`src/rtl/snake_pkg.sv`:
```
// Shared types for the snake game-logic stage: directions, FSM states, grid cell.
package snake_pkg;

  localparam int CELL_CW = 7;
  localparam int LEN_W   = 6;

  typedef enum logic [1:0] {
    DIR_DOWN  = 2'b00,
    DIR_RIGHT = 2'b01,
    DIR_LEFT  = 2'b10,
    DIR_UP    = 2'b11
  } dir_t;

  typedef enum logic [2:0] {
    S_IDLE,
    S_RUN,
    S_STEP,
    S_CHECK,
    S_DEAD
  } state_t;

  typedef struct packed {
    logic [CELL_CW-1:0] x;
    logic [CELL_CW-1:0] y;
  } cell_t;

  // The encoding places opposite directions at bitwise complements.
  function automatic dir_t reverse_dir(input dir_t d);
    return dir_t'(~d);
  endfunction

endpackage

```
`src/rtl/snake_hit_cmp.sv`:
```
// Parallel compare of one cell against the first i_len entries of the segment array.
module snake_hit_cmp
  import snake_pkg::*;
#(
  parameter int MAX_LEN = 32
) (
  input  cell_t [MAX_LEN-1:0] i_seg,
  input  logic  [LEN_W-1:0]   i_len,
  input  cell_t               i_cell,
  output logic                o_hit
);

  logic [MAX_LEN-1:0] w_match;

  for (genvar i = 0; i < MAX_LEN; i++) begin : g_lane
    assign w_match[i] = (i_seg[i] == i_cell) && (LEN_W'(i) < i_len);
  end

  assign o_hit = |w_match;

endmodule

```
`src/rtl/snake_body_engine.sv`:
```
// Snake body engine: advances the segment array one cell per game tick, detects food and
// collisions, answers renderer occupancy queries. Define SNAKE_WRAP_EN for wrap-around edges.
module snake_body_engine
  import snake_pkg::*;
#(
  parameter int GRID_W   = 80,
  parameter int GRID_H   = 60,
  parameter int CW       = CELL_CW,
  parameter int MAX_LEN  = 32,
  parameter int INIT_LEN = 4,
  parameter int INIT_X   = 40,
  parameter int INIT_Y   = 30
) (
  input  logic          iCLK,
  input  logic          iRST_N,
  input  logic          iTick,
  input  logic          iStart,
  input  logic [1:0]    iDir,
  input  logic          iDirValid,
  input  logic [CW-1:0] iFoodX,
  input  logic [CW-1:0] iFoodY,
  input  logic [CW-1:0] iQueryX,
  input  logic [CW-1:0] iQueryY,
  output logic          oHit,
  output logic [CW-1:0] oHeadX,
  output logic [CW-1:0] oHeadY,
  output logic [5:0]    oLength,
  output logic          oEat,
  output logic          oDead
);

`ifdef SNAKE_WRAP_EN
  localparam bit WRAP = 1'b1;
`else
  localparam bit WRAP = 1'b0;
`endif

  // One extra bit so that 0-1 and GRID-1+1 are both visibly off-grid.
  typedef logic [CW:0] ext_t;

  state_t                r_state, w_state_nx;
  dir_t                  r_dir, r_pend;
  cell_t [MAX_LEN-1:0]   r_seg;
  logic  [LEN_W-1:0]     r_len;
  ext_t                  r_nx, r_ny;
  logic                  r_col, r_grow, r_eat, r_hit;
  ext_t                  w_mx, w_my;
  cell_t                 w_next, w_query;
  logic                  w_wall, w_food, w_self, w_qhit;
  logic  [LEN_W-1:0]     w_self_len;

  function automatic cell_t init_cell(input int i);
    cell_t c = '0;
    if (i < INIT_LEN) begin
      c.x = CELL_CW'(INIT_X - i);
      c.y = CELL_CW'(INIT_Y);
    end
    return c;
  endfunction

  always_ff @(posedge iCLK or negedge iRST_N) begin
    if (!iRST_N) r_state <= S_IDLE;
    else         r_state <= w_state_nx;
  end

  always_comb begin
    w_state_nx = r_state;
    unique case (r_state)
      S_IDLE:  if (iStart) w_state_nx = S_RUN;
      S_RUN:   if (iTick)  w_state_nx = S_STEP;
      S_STEP:  w_state_nx = S_CHECK;
      S_CHECK: w_state_nx = r_col ? S_DEAD : S_RUN;
      S_DEAD:  if (iStart) w_state_nx = S_RUN;
      default: w_state_nx = S_IDLE;
    endcase
  end

  always_comb begin
    w_mx = {1'b0, r_seg[0].x};
    w_my = {1'b0, r_seg[0].y};
    unique case (r_pend)
      DIR_UP:    w_my = w_my - ext_t'(1);
      DIR_DOWN:  w_my = w_my + ext_t'(1);
      DIR_LEFT:  w_mx = w_mx - ext_t'(1);
      default:   w_mx = w_mx + ext_t'(1);
    endcase
    if (WRAP) begin
      if (w_mx == '1)                  w_mx = ext_t'(GRID_W - 1);
      else if (w_mx == ext_t'(GRID_W)) w_mx = '0;
      if (w_my == '1)                  w_my = ext_t'(GRID_H - 1);
      else if (w_my == ext_t'(GRID_H)) w_my = '0;
    end
  end

  assign w_wall     = (r_nx >= ext_t'(GRID_W)) || (r_ny >= ext_t'(GRID_H));
  assign w_next     = '{x: r_nx[CW-1:0], y: r_ny[CW-1:0]};
  assign w_query    = '{x: iQueryX, y: iQueryY};
  assign w_food     = !w_wall && (w_next.x == iFoodX) && (w_next.y == iFoodY);
  // The tail vacates on a plain move but stays put when growing.
  assign w_self_len = w_food ? r_len : r_len - LEN_W'(1);

  snake_hit_cmp #(.MAX_LEN(MAX_LEN)) u_query_cmp (
    .i_seg (r_seg),
    .i_len (r_len),
    .i_cell(w_query),
    .o_hit (w_qhit)
  );

  snake_hit_cmp #(.MAX_LEN(MAX_LEN)) u_self_cmp (
    .i_seg (r_seg),
    .i_len (w_self_len),
    .i_cell(w_next),
    .o_hit (w_self)
  );

  always_ff @(posedge iCLK or negedge iRST_N) begin
    if (!iRST_N) begin
      for (int i = 0; i < MAX_LEN; i++) r_seg[i] <= init_cell(i);
      r_len  <= LEN_W'(INIT_LEN);
      r_dir  <= DIR_RIGHT;
      r_pend <= DIR_RIGHT;
      r_nx   <= '0;
      r_ny   <= '0;
      r_col  <= 1'b0;
      r_grow <= 1'b0;
      r_eat  <= 1'b0;
      r_hit  <= 1'b0;
    end else begin
      r_hit <= w_qhit;
      r_eat <= 1'b0;
      if (iDirValid && (dir_t'(iDir) != reverse_dir(r_dir))) r_pend <= dir_t'(iDir);
      unique case (r_state)
        S_RUN: if (iTick) begin
          r_nx  <= w_mx;
          r_ny  <= w_my;
          r_dir <= r_pend;
        end
        S_STEP: begin
          r_col  <= w_wall | w_self;
          r_grow <= w_food;
        end
        S_CHECK: if (!r_col) begin
          for (int i = MAX_LEN - 1; i > 0; i--) r_seg[i] <= r_seg[i-1];
          r_seg[0] <= w_next;
          if (r_grow) begin
            r_eat <= 1'b1;
            if (r_len < LEN_W'(MAX_LEN)) r_len <= r_len + LEN_W'(1);
          end
        end
        S_DEAD: if (iStart) begin
          for (int i = 0; i < MAX_LEN; i++) r_seg[i] <= init_cell(i);
          r_len  <= LEN_W'(INIT_LEN);
          r_dir  <= DIR_RIGHT;
          r_pend <= DIR_RIGHT;
        end
        default: ;
      endcase
    end
  end

  assign oHit    = r_hit;
  assign oHeadX  = r_seg[0].x;
  assign oHeadY  = r_seg[0].y;
  assign oLength = r_len;
  assign oEat    = r_eat;
  assign oDead   = (r_state == S_DEAD);

endmodule

```
`config.mk`:
```
export PLATFORM = sky130hd
export DESIGN_NAME = snake_body_engine
export DESIGN_NICKNAME = d
export VERILOG_FILES = /design/src/rtl/snake_pkg.sv /design/src/rtl/snake_hit_cmp.sv /design/src/rtl/snake_body_engine.sv
export SDC_FILE = /design/constraint.sdc
export NUM_CORES = 1
export LEC_CHECK = 0
export ABC_AREA = 1
export CORE_UTILIZATION = 40
export CTS_CLUSTER_SIZE = 8
export DETAILED_ROUTE_END_ITERATION = 16
export GPL_ROUTABILITY_DRIVEN = 0
export PLACE_DENSITY = 0.56
export SLEW_MARGIN = 0
export SYNTH_ARGS = -nofsm -noshare
export SYNTH_HDL_FRONTEND = slang
export SYNTH_SLANG_ARGS = --single-unit
```
`constraint.sdc`:
```
create_clock -name iCLK -period 2.8 [get_ports iCLK]
set_clock_uncertainty 0.05 [all_clocks]
set_input_delay 0.28 -clock iCLK [delete_from_list [all_inputs] [get_ports iCLK]]
set_output_delay 0.28 -clock iCLK [all_outputs]
set_load 0.1 [all_outputs]
```
==> run summary <==
Instance count after placement with tap cells included - 4,952
Number of global-route vias before repair - 28,500
Period utilization - 96.0%
Number of endpoints failing setup at the final stage - 0
Worst reg2reg endpoint - r_col$_DFFE_PN0N_
Insertion delay of the later-clocked pin in the worst-skew pair - 0.63 ns
Amount of wire on met3 after detailed routing - 11,700 microns
Shortest period the worst path allows - 2.69 ns
Count of nets after finishing - 4,118
CTS max path bufs - 3
Placeable core area - 74,800 sq um
First-pass GRT wire length - 188,000 microns
Critical Path Start Type - flop
RSZ-0062 raised after global routing - yes
Count of routing violations after the opening detailed-route iteration - 3,471
Total wirelength of the detailed-routed design - 126,000 microns
Utilization of the core after routing - 47.3%
Layout cell share with drive strength beyond 1 - 10.9%
Total vias in the final route - 29,900
Die Width - 277 microns
# H-tree levels - 3
Worst setup slack after layout - 0.111 ns
Detailed-route wire length on metal 1 - 53,200 microns
Inserted Clock Buffers - 70
Count of state elements after synthesis - 481
Drt via density - 5.90
Highest layer used for signal routing - met5
Detail Placement HPWL - 88,200 microns
Worst Tran Pin Value - 0.983 ns
Cell count after synthesis - 3,969
Type of the worst setup path - reg2reg
Filler cell count in the final layout - 7,479
Leakage power figure - 16.1 nW
Top-area cell type share of the netlist area - 37.1%
Post-synth EDFFs - 0
Critical R2R Launch - r_ny[6]$_DFFE_PN0P_
Relative slew margins - 33.9%
Combinational Power Share - 52.4%
Clk pin slew, worst setup/hold paths - 0.05 ns
Clock tree from TritonCTS - yes
Warnings, synthesis - 0
Library cell used as clock root buffer - sky130_fd_sc_hd__clkbuf_16
Worst hold path type - in2async
Sequential power share - 28.8%
Outcome - finished clean
Post-synthesis cell type with the largest combined area - sky130_fd_sc_hd__dfrtp_1
First drt pass iteration count - 6
Critical path required time - 3.31 ns
Number of buffer cells added on primary ports - 57
Total global-route track usage - 32.4%
Final Power - 43.8 mW
Initial core utilization - 40.6%
Top-level I/O count - 58
Most frequent cell after synthesis - sky130_fd_sc_hd__nand2_1
Core Rows - 100
Data arrival, critical path - 3.20 ns
Post-route worst hold slack - 0.143 ns
Reported max-cap violation count - 0
Largest net degree at the start of global routing - 165
Area growth syn-to-layout - 16.5%
Number of antenna violations at the first check in global routing - 7
Final hold violation count - 0
Vertical die dimension - 277 microns
Launching element of the worst setup path - r_ny[6]$_DFFE_PN0P_
Routed length per instance - 24.8 microns
Setup crit end kind - flop
Most common flop cell mapped by yosys - sky130_fd_sc_hd__dfrtp_1
# DRC - 0
Dominant cells by area after synthesis - sky130_fd_sc_hd__dfrtp_1 37%, sky130_fd_sc_hd__o22ai_1 9.6%, sky130_fd_sc_hd__nand2_1 9.6%
Largest fanout on the critical path - 13
Net switching share of the total power - 48.6%
Synthesized area - 30,400 sq um
Area enclosed by the die boundary - 77,000 sq um
Cell variety after synth - 49
Part of the power in the clock network - 18.8%
Max Clock Freq - 0.372 GHz
Internal - 22.5 mW
Post-Syn Area per Cell - 7.65 sq um
Count of nets left with antenna violations after detail routing - 0
Cell types with the highest counts after synthesis - 773 x sky130_fd_sc_hd__nand2_1, 517 x sky130_fd_sc_hd__inv_1, 466 x sky130_fd_sc_hd__o22ai_1, 450 x sky130_fd_sc_hd__dfrtp_1, 321 x sky130_fd_sc_hd__nor2_1
Reg-to-reg slack, setup - 0.11 ns
Number of clock sinks seen by CTS - 481
Total congestion overflow - 0
Fraction of registers with async set/reset - 100%
Depth of the worst register-to-register path - 17
Count of final max-slew check failures - 0
Final std cells w/o fill - 5,070
Portion of the post-synthesis area used by sequential elements - 39.8%
Synthesized Nets - 4,023
Peak supply drop - 0.602 mV
Switching pwr - 21.3 mW
Met2 wire length - 55,800 microns
Worst slack at placement - -0.260 ns
Areal power density over the cells - 1240 nW/um^2
End point of the critical path - r_col$_DFFE_PN0N_
[layout make-up]
cell class | instances | area, sq um | area share [%]
Antenna cell | 1 | 2.50 | 0.00708
Timing Repair Buffer | 290 | 2770 | 7.83
Inverter | 537 | 2030 | 5.73
Multi-Input combinational cell | 2684 | 15200 | 43.1
Sequential cell | 481 | 12100 | 34.2
Clock inverter | 7 | 120 | 0.340
Tap cell | 969 | 1210 | 3.43
Clock buffer | 101 | 1900 | 5.37
[power by group through the flow]
stage,sequential [mW],clock (mW),combinational (mW)
after floorplan,12.0,0,14.5
after CTS,12.5,8.32,22.2
after detailed placement,12.6,0,22.1
after global placement,12.6,0,22.0
final,12.6,8.23,23.0
after global routing,12.9,8.59,24.7
[per-stage QoR]
stage / setup TNS [ns] / area, sq um
CTS: 0 / 35200
global placement: -0.244 / 33200
finish: 0 / 35400
global route: -0.0712 / 35400
floorplan: 0 / 30400
detailed placement: -0.260 / 33200
[state kept, by name, summed over array words and instances (netlist names)]
signal / cells
r_nx: 8
r_grow: 1
r_state: 3
r_ny: 8
r_col: 1
oLength: 6
oEat: 1
r_dir: 2
r_pend: 2
oHit: 1
r_seg: 434
oHeadX: 7
oHeadY: 7
[layer usage]
layer / vias up / global-route usage (%)
met5: - / 0
met4: 6 / 13.0
met3: 322 / 6.07
met2: 1474 / 49.7
met1: 14600 / 44.8
li1: 13500 / -
[worst max-delay path: stages (launching register included)]
cell                      delay (ns)
sky130_fd_sc_hd__dfrtp_2        0.52
sky130_fd_sc_hd__inv_2          0.10
sky130_fd_sc_hd__buf_4          0.11
sky130_fd_sc_hd__buf_4          0.29
sky130_fd_sc_hd__nand2_1        0.10
sky130_fd_sc_hd__a21oi_1        0.15
sky130_fd_sc_hd__nand4_1        0.11
sky130_fd_sc_hd__nor2_1         0.23
sky130_fd_sc_hd__nand4_1        0.30
sky130_fd_sc_hd__nor2_1         0.18
sky130_fd_sc_hd__nor2_1         0.05
sky130_fd_sc_hd__nand3_1        0.07
sky130_fd_sc_hd__nor2_1         0.05
sky130_fd_sc_hd__nand2_1        0.07
sky130_fd_sc_hd__nor2_1         0.05
sky130_fd_sc_hd__nand3_1        0.05
sky130_fd_sc_hd__nand2_1        0.05
sky130_fd_sc_hd__inv_1          0.05
[cells by family after synthesis]
| family | synth area share [%] |
|---|---|
| flip-flops | 39.8 |
| AO/OA/AOI/OAI | 14.0 |
| buffers and inverters | 10.4 |
| AND/OR/NAND/NOR | 22.8 |
| adder cells (fa/ha/maj) | 0.833 |
| XOR/XNOR | 12.2 |
[how the worst min path moves through the flow]
stage | start | endpoint | slack, ns | depth (start not counted)
after global routing | iRST_N | r_seg[303]$_DFFE_PN0P_ | 0.17 | 2
final | iRST_N | r_seg[303]$_DFFE_PN0P_ | 0.14 | 2
after global placement | iRST_N | r_seg[309]$_DFFE_PN0P_ | 0.20 | 1
after CTS | iRST_N | r_seg[303]$_DFFE_PN0P_ | 0.14 | 2
after floorplan | iRST_N | oEat$_DFF_PN0_ | -0.07 | 0
after detailed placement | iRST_N | r_seg[309]$_DFFE_PN0P_ | 0.21 | 1
[cells in the final DEF (no fill, tap or decap), drive strengths merged, types with 3 or more instances in the layout]
cell type / n
nand2: 778
inv: 532
o22ai: 466
dfrtp: 450
nor2: 333
buf: 270
xor2: 222
xnor2: 201
nand4: 161
nor4: 103
nand3: 101
clkbuf: 101
nor3: 77
a21oi: 59
o21ai: 57
a22oi: 33
dfstp: 31
o2111ai: 21
clkdlybuf4s50: 19
ha: 17
o221ai: 16
clkinv: 11
a221oi: 6
a2111oi: 5
a21o: 4
and3: 4
o211ai: 3
nand3b: 3
nor3b: 3
[timing repair]
item	4_1_cts	5_1_grt
setup endpoints to repair	1	4
setup buffers	0	7
resized for setup	1	30
gates cloned	0	1
hold endpoints to repair	70	0
pin swaps	0	11
hold buffers	1	0
(Power assumes the default switching activity.)
